===== config.mk =====
export PLATFORM = sky130hd
export DESIGN_NAME = stack_engine
export DESIGN_NICKNAME = d
export VERILOG_FILES = /design/src/rtl/stack_engine.sv
export SDC_FILE = /design/constraint.sdc
export NUM_CORES = 1
export LEC_CHECK = 0
export ABC_AREA = 1
export BUFFER_PORTS_ARGS = -buffer_cell sky130_fd_sc_hd__buf_4
export CAP_MARGIN = 5
export CELL_PAD_IN_SITES_DETAIL_PLACEMENT = 0
export CELL_PAD_IN_SITES_GLOBAL_PLACEMENT = 1
export CORE_MARGIN = 4
export CORE_UTILIZATION = 31
export DETAILED_ROUTE_END_ITERATION = 6
export PLACE_DENSITY = 0.94
export SYNTH_ARGS = -nofsm -noshare
export SYNTH_HDL_FRONTEND = slang
export SYNTH_SLANG_ARGS = --single-unit
export TNS_END_PERCENT = 100

===== constraint.sdc =====
create_clock -name i_clk -period 3.9 [get_ports i_clk]
set_input_delay 0.39 -clock i_clk [delete_from_list [all_inputs] [get_ports i_clk]]
set_output_delay 0.39 -clock i_clk [all_outputs]
set_load 0.03 [all_outputs]

===== src/rtl/stack_engine.sv =====
// Hardware stack unit: owns SP, sequences PUSH/POP/CALL/RET against a RAM with a
// synchronous write and a registered (1-cycle) read, and tracks sticky bound errors.
module stack_engine #(
    parameter int unsigned           DATA_WIDTH  = 16,
    parameter int unsigned           ADDR_WIDTH  = 8,
    parameter logic [ADDR_WIDTH-1:0] STACK_BASE  = 8'hFF,
    parameter logic [ADDR_WIDTH-1:0] STACK_LIMIT = 8'hF0
) (
    input  logic                  i_clk,
    input  logic                  i_rst,
    input  logic                  i_cmd_valid,
    output logic                  o_cmd_ready,
    input  logic [1:0]            i_cmd_op,
    input  logic [DATA_WIDTH-1:0] i_cmd_data,
    input  logic [DATA_WIDTH-1:0] i_ret_pc,
    input  logic                  i_sp_load,
    input  logic [ADDR_WIDTH-1:0] i_sp_value,
    input  logic                  i_err_clear,
    output logic                  o_rsp_valid,
    output logic                  o_rsp_is_ret,
    output logic [DATA_WIDTH-1:0] o_rsp_data,
    output logic                  o_ram_load,
    output logic [ADDR_WIDTH-1:0] o_ram_addr,
    output logic [DATA_WIDTH-1:0] o_ram_data,
    input  logic [DATA_WIDTH-1:0] i_ram_data,
    output logic [ADDR_WIDTH-1:0] o_sp,
    output logic [ADDR_WIDTH-1:0] o_depth,
    output logic                  o_overflow,
    output logic                  o_underflow
);

    typedef enum logic [1:0] {
        IDLE    = 2'd0,
        RD_WAIT = 2'd1,
        RD_DONE = 2'd2
    } state_t;

    state_t                  state;
    state_t                  state_nxt;
    logic [ADDR_WIDTH-1:0]   sp;
    logic [ADDR_WIDTH-1:0]   sp_nxt;
    logic                    pend_ret;
    logic                    pend_empty;
    logic                    rd_issue;
    logic                    ovf_set;
    logic                    unf_set;
    logic                    full;
    logic                    empty;

    // Bounds are evaluated against SP as-is, even after an out-of-range SP load.
    assign full    = sp < STACK_LIMIT;
    assign empty   = sp == STACK_BASE;
    assign o_sp    = sp;
    assign o_depth = STACK_BASE - sp;

    // State register
    always_ff @(posedge i_clk or posedge i_rst) begin
        if (i_rst) begin
            state <= IDLE;
        end else begin
            state <= state_nxt;
        end
    end

    // Next state, command acceptance and RAM port drive
    always_comb begin
        state_nxt   = state;
        sp_nxt      = sp;
        o_cmd_ready = 1'b0;
        o_ram_load  = 1'b0;
        o_ram_addr  = sp;
        o_ram_data  = i_cmd_data;
        rd_issue    = 1'b0;
        ovf_set     = 1'b0;
        unf_set     = 1'b0;

        case (state)
            IDLE: begin
                o_cmd_ready = !i_sp_load;
                if (i_cmd_valid && !i_sp_load) begin
                    if (!i_cmd_op[0]) begin
                        // PUSH (00) or CALL (10): write at SP, then decrement
                        o_ram_data = i_cmd_op[1] ? i_ret_pc : i_cmd_data;
                        if (full) begin
                            ovf_set = 1'b1;
                        end else begin
                            o_ram_load = 1'b1;
                            sp_nxt     = sp - ADDR_WIDTH'(1);
                        end
                    end else begin
                        // POP (01) or RET (11): top of stack lives at SP+1
                        o_ram_addr = sp + ADDR_WIDTH'(1);
                        rd_issue   = 1'b1;
                        state_nxt  = RD_WAIT;
                        if (empty) begin
                            unf_set = 1'b1;
                        end else begin
                            sp_nxt = sp + ADDR_WIDTH'(1);
                        end
                    end
                end
            end
            RD_WAIT: state_nxt = RD_DONE;
            RD_DONE: state_nxt = IDLE;
            default: state_nxt = IDLE;
        endcase

        if (i_sp_load) begin
            sp_nxt = i_sp_value;
        end
    end

    // Datapath registers: SP, read bookkeeping, response and sticky flags
    always_ff @(posedge i_clk or posedge i_rst) begin
        if (i_rst) begin
            sp           <= STACK_BASE;
            pend_ret     <= 1'b0;
            pend_empty   <= 1'b0;
            o_rsp_valid  <= 1'b0;
            o_rsp_is_ret <= 1'b0;
            o_rsp_data   <= '0;
            o_overflow   <= 1'b0;
            o_underflow  <= 1'b0;
        end else begin
            sp <= sp_nxt;
            if (rd_issue) begin
                pend_ret   <= i_cmd_op[1];
                pend_empty <= empty;
            end
            if (state == RD_WAIT) begin
                o_rsp_data <= pend_empty ? '0 : i_ram_data;
            end
            o_rsp_valid  <= (state == RD_WAIT);
            o_rsp_is_ret <= (state == RD_WAIT) && pend_ret;
            // A new error in the same cycle as a clear wins
            o_overflow   <= ovf_set | (o_overflow & !i_err_clear);
            o_underflow  <= unf_set | (o_underflow & !i_err_clear);
        end
    end

endmodule


### Word-level counts from Yosys, hierarchy flattened

Index checks and enable logic that the tools add are counted.

* equal/unequal tests: 6
* muxes and demuxes: 33
* add/subtract/negate cells: 3
* bitwise gates (word level): 4
* reductions and logical operators: 9
* $lt $le $gt $ge: 1

Operators by type and width (count)
* $mux 16: 5
* $mux 8: 9
* $mux 1: 16
* $add 8x1->8 const B: 1
* $eq 8x8->1 const B: 1
* $lt 8x8->1 const B: 1
* $sub 8x1->8 const B: 1
* $sub 8x8->8 const A: 1
* $ne 3x3->1 const B: 2
* $mux 2: 2
* $ne 2x2->1 const B: 2
* $pmux 2 s2: 1
* $reduce_and 4->1: 1
* $reduce_bool 2->1: 2
* $and 1x1->1: 2
* $eq 2x1->1 const B: 1
* $logic_and 1x1->1: 2
* $logic_not 1->1: 2
* $logic_not 2->1: 1
* $or 1x1->1: 2
* $reduce_and 2->1: 1

* output and inout port bits: 62
* input port bits: 63
* bits in registers: 32

### Longest topological paths before layout

* depth after elaboration: 6
* depth in mapped cells: 11
* gate-level depth less buffers: 11

### Least setup slack after synthesis

Ideal clock, no wire load.

* path kind: register to output
* from: reg sp[1], in the netlist o_sp[1]
* to: out o_ram_addr[6]
* required time: 3.510 ns
* setup slack: 1.713 ns
* arrival: 1.797 ns
* cell stages (with the launch flop): 7
* cell sequence: dfstp_2 > ha_1 > nand2_1 > nor2_4 > nand3b_1 > nor2_1 > xor2_1

* longest elaborated chain between the ends: 4

Ends and longest elaborated chain
* from (decl): RTL line 40 `logic [ADDR_WIDTH-1:0] sp;`
* from (signal assigned): RTL line 125 `sp <= sp_nxt;`
* $add 8x1->8: RTL line 92 `o_ram_addr = sp + ADDR_WIDTH'(1);`
* $mux 8: RTL line 81 `if (!i_cmd_op[0]) begin`
* $mux 8: RTL line 80 `if (i_cmd_valid && !i_sp_load) begin`
* $mux 8: RTL line 77 `case (state)`
* to (decl): RTL line 23 `output logic [ADDR_WIDTH-1:0] o_ram_addr,`

Every way passes these cells.

### Final worst setup path

* from: in i_sp_load
* to: out o_ram_data[4]

* longest elaborated chain between the ends: 4

Ends and longest elaborated chain
* from (decl): RTL line 16 `input logic i_sp_load,`
* $logic_not 1->1: RTL line 80
* $logic_and 1x1->1: RTL line 80
* $mux 16: RTL line 80
* $mux 16: RTL line 77
* to (decl): RTL line 24 `output logic [DATA_WIDTH-1:0] o_ram_data,`

Every way passes these cells.

==> out/results.ini <==
[clock_network]
htreeDepth=2
clockBufferDepth=2
cts_root_buf=clkbuf_8
hold_buffers=0
clkSlewWorstSetupHoldPaths_ns=0.07
tritoncts=yes
clk_latency_ns=0.28
cts_resized=0
numCtsBuffers=5
cts_setup_buffers=0
clock_sinks=32

[cells_and_area]
layout_commonest_cell=buf_4
antenna-diode-count=0
final_cell_mix=125 x buf_4, 112 x nand2_1, 43 x nand3_1, 24 x dfrtp_1, 23 x inv_1
fin_nets=485
fillCellCount=681
area_growth_syn_to_layout_pct=48.85
layout-drive-gt1-share=0.3866
layout.cells.non_filler=496

[die]
io_pins=125
die_h_um=90.62
die_area_um2=8211
num_rows=29
fp.coreArea_um2=6495
start_util=0.3258
die_x_um=90.62

[logic_synthesis]
ys_seq_area_frac=0.3832
syn_area_per_cell_um2=7.053
synth_top_family_by_area=simple AND/OR/NAND/NOR gates
synth_top_area_share=0.2839
muxShareOfSynthArea=0
synth_area_leader_cell=dfrtp_1
synth.cell_area_um2=2116
synth_edf_count=0
synth_xor_area_frac=0.02898
yosys.area_share.simple=0.4187
syn_inst=300
synth_fp_nets=367
synth-seq-cells=32
synthTopCellsByArea=dfrtp_1 28%, nand2_1 20%, nand3_1 10%, dfstp_2 9.9%, inv_1 4.1%
yosys_warnings=0
synth_fa_ha_area_frac=0.02365
synth_ff_type=dfrtp_1
synth_compound_area_frac=0.05381
synthArstFlopShare=1.000
netlist-cell-type-count=31

[place]
port_buffers=124
post-place-cells=488
gp_congestion=0.8556
detailed_place_hpwl_um=5260

[pwr]
pwr-share-seq=0.340
share_comb_of_total_power=0.478
swShare=0.4307
switchingPower_mw=0.5811
power_mw=1.349
leakagePower_nw=1.753
intPower_mw=0.7680
power_frac_clock=0.182
powerDensity_nw_per_um2=428.4
vdd_ir_drop_max_mv=0.2276

[job]
cap_viol_max_count=0

[timing]
min_period_ns=2.430
fin_crit_sh=0.6230
relSlewSlack=0.5286
finalHoldViolations=0
setup_viol_count_final=0
clock-skew-final_ns=0.006694
drv_slew=0
rsz0062_at_grt=false
worst_pin_slew_ns=0.7063
max_freq_ghz=0.4116
fin_tns_setup_ns=0

[routing]
first_iter_violations=90
drc=0
wirelength_um=6641
ant_nets=0
vias_per_cell=4.641
drt-pass1-iter-count=4
wl_per_cell_um=13.39
vias=2302

[grt]
grt-ovfl-total=0
grt_max_degree=33
grt_pass1_wl_um=10820
grt_pass1_vias=2164
antenna_found_initial=0
grt_usage=0.1587

[setup_path]
rrSetupSlack_ns=2.09
cp_max_fo=17
cp_num_buf_inv=3
cp-start-kind=input port
arrival_ns=2.04
endpoint_kind=output pin
critical_path_class=in2out
cp_cell_sequence=buf_4 -> inv_1 -> nand3_4 -> nor2_4 -> nand2_2 -> nand2_1 -> nand2_1 -> buf_4
crit_family=simple AND/OR/NAND/NOR gates
slowest_delay_ns=0.33
cp_data_required_time_ns=3.51
cp_slowest_cell=nor2_4

[outcome]
status=completed

[worst_hold_path]
min_path_type=in2async

==> state kept, by name (all words and copies together) (netlist names) <==
name,count
pend_ret,1
o_underflow,1
o_sp,8
state,2
o_rsp_is_ret,1
o_rsp_data,16
o_rsp_valid,1
o_overflow,1
pend_empty,1
==> synth_stat cells, types with 2 or more instances <==
library cell,count
nand3_1,43
nor2_4,4
clkbuf_1,4
o21ai_0,6
nor2_1,21
nand2_1,112
buf_2,5
buf_6,3
inv_1,23
inv_2,5
xor2_1,6
buf_4,2
nor3_1,3
o21ai_1,7
dfrtp_1,24
ha_1,4
nand2_2,4
dfstp_2,8
nor2_2,4
==> power groups by stage <==
stage                     Combinational (mW)  Sequential [mW]  Clock (mW)
final                                  0.645            0.459       0.245
after global routing                   0.698            0.468       0.270
after CTS                              0.650            0.459       0.260
after detailed placement               0.648            0.465           0
after global placement                 0.642            0.464           0
after floorplan                        0.296            0.562           0
==> metrics by stage <==
step                      cell area, um2  hold WS [ns]    util  worst slack [ns]
after floorplan                     2116        0.4572       -             1.713
final                               3149        0.1950  0.4849             1.470
after CTS                           3149        0.2003  0.4849             1.470
after detailed placement            3062        0.4672  0.4714             1.475
after global placement              3062        0.4667  0.4714             1.526
after global routing                3149        0.2313  0.4849             1.271
==> final cells by class <==
type / count / area (um2) / area share
timing repair buffer: 125 / 938.4 / 0.2980
sequential: 32 / 810.8 / 0.2574
inverter: 28 / 105.1 / 0.03337
clock inverter: 3 / 18.77 / 0.005959
multi-input combinational: 226 / 1111 / 0.3528
tap: 77 / 96.34 / 0.03059
clock buffer: 5 / 68.82 / 0.02185
==> worst paths after layout <==
kind / from / end / cells past startpoint
max reg2reg: o_sp[0] / o_sp[5] / 10
min: i_rst / state[1] / 3
min reg2reg: o_rsp_data[5] / o_rsp_data[5] / 2
min in group i_clk: i_ram_data[15] / o_rsp_data[15] / 3
max: i_sp_load / o_ram_data[4] / 8
max in group asynchronous: i_rst / o_sp[3] / 3
==> per-layer routing <==
layer	track usage	wire, um	vias up
met5	0	0	-
met4	0.04082	112	0
met3	0.03833	393	11
met2	0.2625	3267	75
met1	0.2071	2868	1034
li1	-	-	1182
==> cell families (layout without fill, tap and decap cells) <==
logic type                 after synthesis  in the layout
AOI/OAI and AO/OA                       19             19
xor gates and xnor gates                 7              7
adders and majority gates                4              4
buffers and inverters                   42            161
DFF                                     32             32
and+or+nand+nor                        196            196
==> worst min-delay path, delay by kind of cell <==
kind,cells,cell delay [ns]
buffers and inverters,3,0.51
Power figures use the tool's default switching activity.
